**src/rtl/cm0_wakeup_ctrl.sv**
```systemverilog
// cm0_wakeup_ctrl: Cortex-M0 WIC enable handshake, sensitivity capture and wake detection.
// Define WIC_INPUT_SYNC_EN to pass IRQ/NMI/RXEV through a 2-flop synchronizer before detection.
`timescale 1ns/1ps
module cm0_wakeup_ctrl #(
    parameter int NUMIRQ = 32
) (
    input  logic              SCLK,
    input  logic              HRESET,
    input  logic              WICENREQ,
    output logic              WICENACK,
    output logic              WICDSREQn,
    input  logic              WICDSACKn,
    input  logic              WICLOAD,
    input  logic              WICCLEAR,
    input  logic [NUMIRQ-1:0] WICMASKISR,
    input  logic              WICMASKNMI,
    input  logic              WICMASKRXEV,
    input  logic [NUMIRQ-1:0] IRQ,
    input  logic              NMI,
    input  logic              RXEV,
    output logic [NUMIRQ+1:0] WICSENSE,
    output logic [NUMIRQ+1:0] WICPEND,
    output logic              WAKEUP
);
    localparam int W = NUMIRQ + 2;

    typedef enum logic [1:0] {ST_OFF, ST_REQ, ST_ON} state_e;

    state_e         state_q, state_d;
    logic [W-1:0]   sense_q, sense_d;
    logic [W-1:0]   pend_q, pend_d;
    logic           dsreq_n_q, dsreq_n_d;
    logic           enack_q, enack_d;
    logic           wakeup_q, wakeup_d;
    logic [W-1:0]   raw_in, det_in;

    assign raw_in = {IRQ, NMI, RXEV};

`ifdef WIC_INPUT_SYNC_EN
    logic [W-1:0] sync1_q, sync2_q;

    // Synchronizer is deliberately untouched by WICCLEAR; only reset clears it.
    always_ff @(posedge SCLK or posedge HRESET) begin
        if (HRESET) begin
            sync1_q <= '0;
            sync2_q <= '0;
        end else begin
            sync1_q <= raw_in;
            sync2_q <= sync1_q;
        end
    end
    assign det_in = sync2_q;
`else
    assign det_in = raw_in;
`endif

    always_comb begin
        state_d = state_q;
        sense_d = sense_q;
        pend_d  = pend_q;
        case (state_q)
            ST_OFF: if (WICENREQ) state_d = ST_REQ;
            ST_REQ: begin
                if (!WICENREQ)       state_d = ST_OFF;
                else if (!WICDSACKn) state_d = ST_ON;
            end
            ST_ON: begin
                if (!WICENREQ || WICDSACKn) begin
                    state_d = ST_OFF;
                    sense_d = '0;
                    pend_d  = '0;
                end else begin
                    // Previous-cycle sensitivity gates detection, so a load never self-triggers.
                    pend_d = pend_q | (sense_q & det_in);
                    if (WICLOAD) sense_d = {WICMASKISR, WICMASKNMI, WICMASKRXEV};
                end
            end
            default: state_d = ST_OFF;
        endcase
        if (WICCLEAR) begin
            sense_d = '0;
            pend_d  = '0;
        end
        dsreq_n_d = (state_d == ST_OFF);
        enack_d   = (state_d == ST_ON);
        wakeup_d  = |pend_d;
    end

    always_ff @(posedge SCLK or posedge HRESET) begin
        if (HRESET) begin
            state_q   <= ST_OFF;
            sense_q   <= '0;
            pend_q    <= '0;
            dsreq_n_q <= 1'b1;
            enack_q   <= 1'b0;
            wakeup_q  <= 1'b0;
        end else begin
            state_q   <= state_d;
            sense_q   <= sense_d;
            pend_q    <= pend_d;
            dsreq_n_q <= dsreq_n_d;
            enack_q   <= enack_d;
            wakeup_q  <= wakeup_d;
        end
    end

    assign WICSENSE  = sense_q;
    assign WICPEND   = pend_q;
    assign WICDSREQn = dsreq_n_q;
    assign WICENACK  = enack_q;
    assign WAKEUP    = wakeup_q;
endmodule

```
**config.mk**
```make
export PLATFORM = sky130hd
export DESIGN_NAME = cm0_wakeup_ctrl
export DESIGN_NICKNAME = d
export VERILOG_FILES = /design/src/rtl/cm0_wakeup_ctrl.sv
export SDC_FILE = /design/constraint.sdc
export NUM_CORES = 1
export LEC_CHECK = 0
export BUFFER_PORTS_ARGS = -buffer_cell sky130_fd_sc_hd__buf_2
export CAP_MARGIN = 15
export CORE_AREA = 2 2 84 86
export CTS_CLUSTER_DIAMETER = 200
export DETAILED_ROUTE_END_ITERATION = 7
export DIE_AREA = 0 0 86 88
export HOLD_SLACK_MARGIN = 0.02
export PLACE_DENSITY = 0.75
export SLEW_MARGIN = 20
export SYNTH_ARGS = -nofsm -noshare
export SYNTH_HDL_FRONTEND = slang
export SYNTH_SLANG_ARGS = --single-unit
export TNS_END_PERCENT = 5
```
**constraint.sdc**
```tcl
create_clock -name SCLK -period 3.2 [get_ports SCLK]
set_clock_uncertainty 0.15 [all_clocks]
set_input_delay 0.8 -clock SCLK [delete_from_list [all_inputs] [get_ports SCLK]]
set_output_delay 0.8 -clock SCLK [all_outputs]
set_load 0.01 [all_outputs]
```
=== Word-level counts from Yosys, hierarchy flattened ===
Cells that the tools add are included.

* Register bits after elaboration: 73
* Bits of input ports: 74
* Output and inout port bits: 71
* Logic and storage cells: 31

* Eq/ne operators: 3
* Muxes and demuxes: 12
* Bitwise logic cells: 2
* Reduce and logical (&&, ||, !) cells: 8

{| class="wikitable"
|+ Operators by type and width
! operator !! count
|-
| 34-bit two-way mux || 7
|-
| 34-bit AND || 1
|-
| 34-bit bitwise OR || 1
|-
| 34-bit OR reduction || 1
|-
| 2-bit two-way mux || 4
|-
| 2-bit one-hot mux with 3 select lines || 1
|-
| 2-bit equality test (second input constant) || 2
|-
| 2-bit zero test || 2
|-
| 3-bit nonzero test || 1
|-
| 2-bit by 1-bit equality test with 1-bit output (second input constant) || 1
|-
| 2-bit AND reduction || 1
|-
| 2-bit nonzero test || 1
|-
| 1-bit zero test || 1
|-
| 1-bit logical OR || 1
|}

=== Longest topological paths before layout ===
Gate-level depths: netlist of run 1.

* Word-level depth: 6
* Mapped depth: 8
* Gate-level depth less buffers: 5

=== Worst setup path before layout of run 1 ===
OpenSTA, ideal clock, no wires.

* Path kind: input -> register
* Start: in WICDSACKn
* End: reg sense_q[0] (netlist: WICSENSE[0])
* Library setup time: 83 ps
* Arrival time: 1845 ps
* Required time: 2967 ps
* Setup slack: 1122 ps
* Stages: 8
* Buffers on the path: 3
* Cells stage by stage: nand2b_1 -> a21o_1 -> buf_2 -> a21oi_2 -> buf_4 -> buf_4 -> nand2_1 -> o21ai_0

* Longest elaborated chain between the ends: 4

{| class="wikitable"
|+ Ends and longest elaborated chain
! element !! RTL line !! text
|-
| from (decl) || 12 || <nowiki>input logic WICDSACKn,</nowiki>
|-
| 1-bit logical OR (*) || 68 || <nowiki>if (!WICENREQ || WICDSACKn) begin</nowiki>
|-
| 34-bit two-way mux || 68 ||
|-
| 34-bit two-way mux || 61 || <nowiki>case (state_q)</nowiki>
|-
| 34-bit two-way mux || 80 || <nowiki>if (WICCLEAR) begin</nowiki>
|-
| to (signal assigned) || 99 || <nowiki>sense_q <= sense_d;</nowiki>
|-
| to (decl) || 30 || <nowiki>logic [W-1:0] sense_q, sense_d;</nowiki>
|}

Every way passes the cells marked *; elsewhere a longest branch is shown, timed or not. The select of a mux whose other input is x is not followed.
A chain may end at the register's enable or synchronous reset.

=== Worst setup path in the final report of run 1 ===
* Start: in WICDSACKn
* End: reg sense_q[18] (netlist: WICSENSE[18])

Same word-level chain as after synthesis.

==> results_dict.tcl, run 1 <==
set metrics [dict create \
    status "finished, final reports clean" \
    p_leak_nw 2.13 \
    fin_crit_sh 0.624 \
    layout_commonest_cell "buf_2" \
    ys_types 30 \
    internal-power_mw 1.45 \
    cts_buffers 9 \
    ff2ff_path_depth 6 \
    die_h_um 88 \
    pre_cts_slack_ns 0.845 \
    worstPathRequired_ns 3.26 \
    dr.pass1.iters 5 \
    crit_path_end_kind "flop" \
    criticalPathCategory "in2reg" \
    antenna_found_initial 0 \
    grt_pass1_wl_um 13200 \
    cp.arrival_ns 2.06 \
    fp-row-count 30 \
    dp_hpwl_um 6180 \
    ctsHoldBuffers 0 \
    synth-main-ff-cell "dfrtp_1" \
    ys_seq_elements 73 \
    finalWirelength_um 8410 \
    setup-violations-final 0 \
    postCtsSetupBuffers 0 \
    finalHoldViolations 0 \
    power.share.combinational 0.105 \
    wl_per_cell_um 15.7 \
    period_needed_ns 2.00 \
    hold_class "reg2reg" \
    cts_tree "built" \
    p_sw_mw 0.469 \
    max_freq_ghz 0.501 \
    reg2reg_from "state_q[1]" \
    min-delay-start "WICPEND[31]" \
    nets 524 \
    worst_pin_slew_ns 0.612 \
    p_seq_frac 0.505 \
    seq_area_frac_synth 0.607 \
    area_growth_syn_to_layout_pct 34.0 \
    htreeDepth 3 \
    drive_gt1_frac 0.376 \
    holdPathEnd "WICPEND[31]" \
    worst_slack_ns 1.20 \
    grt_pass1_vias 2761 \
    clk_pin_slew_worst_paths_ns 0.07 \
    r2r_setup_slack_ns 1.23 \
    synth.avg_cell_area_um2 9.77 \
    power.density_nw_per_um2 476 \
    ir_worst_vdd_mv 0.326 \
    die_w_um 86 \
    place.gp.congestion 0.804 \
    rsz0062_at_grt "false" \
    antenna_cells 0 \
    holdPathStages 2 \
    p_clk_frac 0.390 \
    synthArstFlopShare 1.00 \
    max_cap_viol_count 0 \
    synth_edf_count 0 \
    fin_setup_tns_ns 0 \
    syn_area_um2 3010 \
    ys.warnings.count 0 \
    start_util 0.453 \
    port_buffers 144 \
    num_vias 2894 \
    cts.path.max_buffers 2 \
    cts_sinks 73 \
    p_sw_frac 0.244 \
    drt_iter0_drc 136 \
    final_cell_mix "144 x buf_2, 72 x dfrtp_1, 68 x nand2_1" \
    syn_inst 308 \
    grt_max_degree 55 \
    clk_latency_ns 0.34 \
    io_pins 145 \
    ant_nets 0 \
    reg2reg_to "WICSENSE[16]" \
    drv_slew 0 \
    post_cts_resized 0 \
    design.die.area_um2 7570 \
    grt_overflow 0 \
    grt_usage 0.228 \
    viasPerCell 5.41 \
    drc 0 \
    start_kind "input port" \
    relSlewSlack 0.591 \
    cp_max_fo 54 \
    cts-root-buf "clkbuf_8" \
    synth_nets 382 \
    core_um2 6640 \
]
registers in the layout, summed over array words and instances (netlist names):
signal	flops
state_q	2
WICENACK	1
WICSENSE	34
WICDSREQn	1
WAKEUP	1
WICPEND	34
stage by stage:
step	hold slack (ns)	cells	area (µm²)	utilization	power, mW
final	0.372	535	4030	0.607	1.92
after global placement	0.345	519	3820	0.576	1.19
after floorplan	0.306	308	3010	-	1.08
after global routing	0.397	535	4030	0.607	2.01
after CTS	0.359	535	4030	0.607	1.94
after detailed placement	0.343	519	3820	0.576	1.19
kinds of logic (layout without fill, tap and decap cells):
kind of cell | after synthesis | after routing | share of synthesized area
buffers and inverters | 19 | 166 | 0.0299
AO/OA/AOI/OAI | 90 | 90 | 0.189
XOR/XNOR | 1 | 1 | 0.00291
flip-flops | 73 | 73 | 0.607
AND/OR/NAND/NOR | 125 | 125 | 0.171
metal layers:
metal,global-route usage,routed length (µm),vias up
met5,0,0,-
met4,0.0924,118,0
met3,0.0424,513,13
met2,0.374,4190,117
met1,0.301,3580,1389
li1,-,-,1375
critical path, cell delays in order:
cell and delay, ns:
buf_2 0.10, nand2b_1 0.19, a21o_1 0.22, a21oi_4 0.33
buf_12 0.26, o21ai_0 0.12
worst max path at each step:
stage | startpoint | to | slack, ns | cells after the start
2_1_floorplan | HRESET | WAKEUP | 0.40 | 1
3_3_place_gp | WICDSACKn | WICSENSE[14] | 0.88 | 6
3_5_place_dp | WICDSACKn | WICSENSE[8] | 0.85 | 6
4_1_cts | WICPEND[22] | WAKEUP | 1.20 | 5
5_1_grt | WICDSACKn | WICSENSE[1] | 1.12 | 7
6_report | WICDSACKn | WICSENSE[18] | 1.20 | 6
synth_stat cells (2+ instances only):
master | instances | area, µm²
dfrtp_1 | 72 | 1800
nand2_1 | 68 | 255
nor2_1 | 39 | 146
a31oi_1 | 34 | 213
o21ai_0 | 23 | 115
o21ai_1 | 11 | 55.1
a22oi_1 | 8 | 60.1
clkbuf_1 | 7 | 26.3
nor4_1 | 7 | 43.8
buf_2 | 5 | 25.0
a221oi_1 | 4 | 35.0
a22o_1 | 4 | 35.0
nand3_1 | 4 | 20.0
buf_4 | 3 | 22.5
buf_1 | 2 | 7.51
nand4_1 | 2 | 12.5
nor2b_1 | 2 | 12.5
cell type report:
cell class,instances,area (µm²)
fill,568,2610
sequential,73,1830
multi-input combinational,216,1110
timing repair buffer,149,783
clock buffer,14,173
tap,80,100
clock inverter,2,35.0
inverter,1,3.75
power groups by stage:
stage / combinational [mW] / clock [mW] / sequential [mW]
finish: 0.201 / 0.749 / 0.970
global route: 0.225 / 0.808 / 0.973
CTS: 0.204 / 0.762 / 0.970
detailed placement: 0.204 / 0 / 0.987
global placement: 0.200 / 0 / 0.987
floorplan: 0.0890 / 0 / 0.993
Note: power is estimated with default switching activity, not from simulation.
==> inputs of run 2 (changes only) <==
--- a/config.mk
+++ b/config.mk
@@ -7,12 +7,12 @@
 export LEC_CHECK = 0
 export BUFFER_PORTS_ARGS = -buffer_cell sky130_fd_sc_hd__buf_2
 export CAP_MARGIN = 15
-export CORE_AREA = 2 2 84 86
+export CORE_AREA = 2 2 89 91
 export CTS_CLUSTER_DIAMETER = 200
 export DETAILED_ROUTE_END_ITERATION = 7
-export DIE_AREA = 0 0 86 88
+export DIE_AREA = 0 0 91 93
 export HOLD_SLACK_MARGIN = 0.02
-export PLACE_DENSITY = 0.75
+export PLACE_DENSITY = 0.7
 export SLEW_MARGIN = 20
 export SYNTH_ARGS = -nofsm -noshare
 export SYNTH_HDL_FRONTEND = slang
==> constraint.sdc (replaced) <==
create_clock -name SCLK -period 1.8 [get_ports SCLK]
set_clock_uncertainty 0.15 [all_clocks]
set_input_delay 0.45 -clock SCLK [delete_from_list [all_inputs] [get_ports SCLK]]
set_output_delay 0.45 -clock SCLK [all_outputs]
set_load 0.01 [all_outputs]
==> run 2 against run 1 <==
  * Register-to-register slack lost 1.1 ns
  * Worst setup slack lost 1.1 ns
  * Via count rose by 1.3%
  * Count of clock-buffer cells in the layout shrank 4
  * Wire length increased by 3.7%
  * Critical path type is now reg2reg
==> results_dict.tcl, run 2 (synthesized netlist as in run 1, its figures left out) <==
set metrics [dict create \
    status "finished, final reports clean" \
    whs_ns 0.0604 \
    criticalPathCategory "reg2reg" \
    drt_iter0_drc 162 \
    setup-violations-final 0 \
    final_cell_mix "144 x buf_2, 71 x dfrtp_1, 68 x nand2_1" \
    r2r_setup_slack_ns 0.09 \
    io_pins 145 \
    cts.path.max_buffers 2 \
    antenna_found_initial 0 \
    period_needed_ns 1.71 \
    cts-root-buf "clkbuf_8" \
    met2_length_um 4180 \
    cp.arrival_ns 1.77 \
    finalNonFillerCells 571 \
    p_leak_nw 2.20 \
    design.die.area_um2 8460 \
    nets 538 \
    rsz0062_at_grt "true" \
    stdcell_area_um2 4200 \
    cts_tree "built" \
    area_growth_syn_to_layout_pct 39.4 \
    drive_gt1_frac 0.405 \
    place.detailed.instances 555 \
    drv_slew 0 \
    die_h_um 93 \
    wl_met3_um 457 \
    crit_path_end_kind "flop" \
    worst_pin_slew_ns 0.494 \
    grt_pass1_vias 2890 \
    htreeDepth 3 \
    finalWirelength_um 8720 \
    postCtsSetupBuffers 0 \
    start_util 0.400 \
    grt_pass1_wl_um 14200 \
    wl_per_cell_um 15.3 \
    ant_nets 0 \
    cts_sinks 73 \
    fp-row-count 32 \
    p_total_mw 3.38 \
    num_vias 2932 \
    viasPerCell 5.13 \
    fin_util 0.558 \
    drc 0 \
    port_buffers 144 \
    ir_worst_vdd_mv 0.413 \
    relSlewSlack 0.668 \
    grt_usage 0.212 \
    dp_hpwl_um 6440 \
    wl_met1_um 3940 \
    core_um2 7530 \
    clk_latency_ns 0.33 \
    die_w_um 91 \
    antenna_cells 0 \
    fillers 722 \
    worstPathRequired_ns 1.86 \
    top_layer_used "met4" \
    hold_class "in2async" \
    max_cap_viol_count 0 \
    dr.pass1.iters 4 \
    grt_max_degree 74 \
    cts_buffers 9 \
    start_kind "flop" \
    max_freq_ghz 0.584 \
    finalHoldViolations 0 \
    cp_max_fo 2 \
    place.gp.congestion 0.842 \
    clk_pin_slew_worst_paths_ns 0.08 \
    fin_crit_sh 0.951 \
    power.density_nw_per_um2 805 \
    placed_area_um2 3970 \
    layout_commonest_cell "buf_2" \
    grt_overflow 0 \
]
## run 2: changes by cell type in the layout (fill, tap and decap cells not counted), moves of 2 or more
cell | before | now
clkinvlp_4 | 0 | 2
clkinv_2 | 1 | 4
clkbuf_1 | 2 | 0
buf_4 | 3 | 16
clkbuf_8 | 12 | 10
## run 2: final cells by class
class | count | area, µm² | area share
Inverter | 1 | 7.51 | 0.00179
Clock inverter | 6 | 57.6 | 0.0137
Tap cell | 102 | 128 | 0.0304
Clock buffer | 10 | 138 | 0.0328
Sequential cell | 73 | 1830 | 0.436
Timing Repair Buffer | 163 | 901 | 0.215
Multi-Input combinational cell | 216 | 1140 | 0.271
## run 2: what timing repair did
action | in CTS | in global routing
pin swaps | 2 | 2
endpoints found under the setup margin | 1 | 1
endpoints found under the hold margin | 0 | 0
hold buffers | 0 | 0
gates resized for setup | 1 | 3
## run 2: report_power, final
group          internal [mW]  switching, mW
Clock                  0.668          0.598
Sequential              1.68         0.0402
Combinational          0.165          0.226
## run 2: metrics by stage
| stage | worst slack [ns] | TNS (ns) |
|---|---|---|
| 2_1_floorplan | -0.00389 | -0.00389 |
| 3_3_place_gp | -0.0965 | -0.0965 |
| 3_5_place_dp | -0.132 | -0.132 |
| 4_1_cts | 0.0240 | 0 |
| 5_1_grt | -0.0288 | -0.0288 |
| 6_report | 0.0885 | 0 |
## run 2: metal layers
metal / global-route usage / vias up
li1: - / 1412
met1: 0.293 / 1407
met2: 0.343 / 101
met3: 0.0322 / 12
met4: 0.0745 / 0
met5: 0 / -
## run 2: critical path, cell delays in order (launching register included)
cell,delay [ns]
dfrtp_1,0.39
a22o_1,0.26
a221oi_2,0.19
nand3_1,0.16
o41ai_2,0.34
a21oi_1,0.10
## run 2: worst paths after layout
kind	startpoint	endpoint	cells after the start
min in group SCLK	WICMASKISR[3]	WICSENSE[5]	3
worst min register to register	WICPEND[31]	WICPEND[31]	2
worst max-delay path	WICSENSE[13]	WAKEUP	5
max in group asynchronous	HRESET	WICDSREQn	3
worst max register to register	WICSENSE[13]	WAKEUP	5
worst min-delay path	HRESET	WICSENSE[29]	3
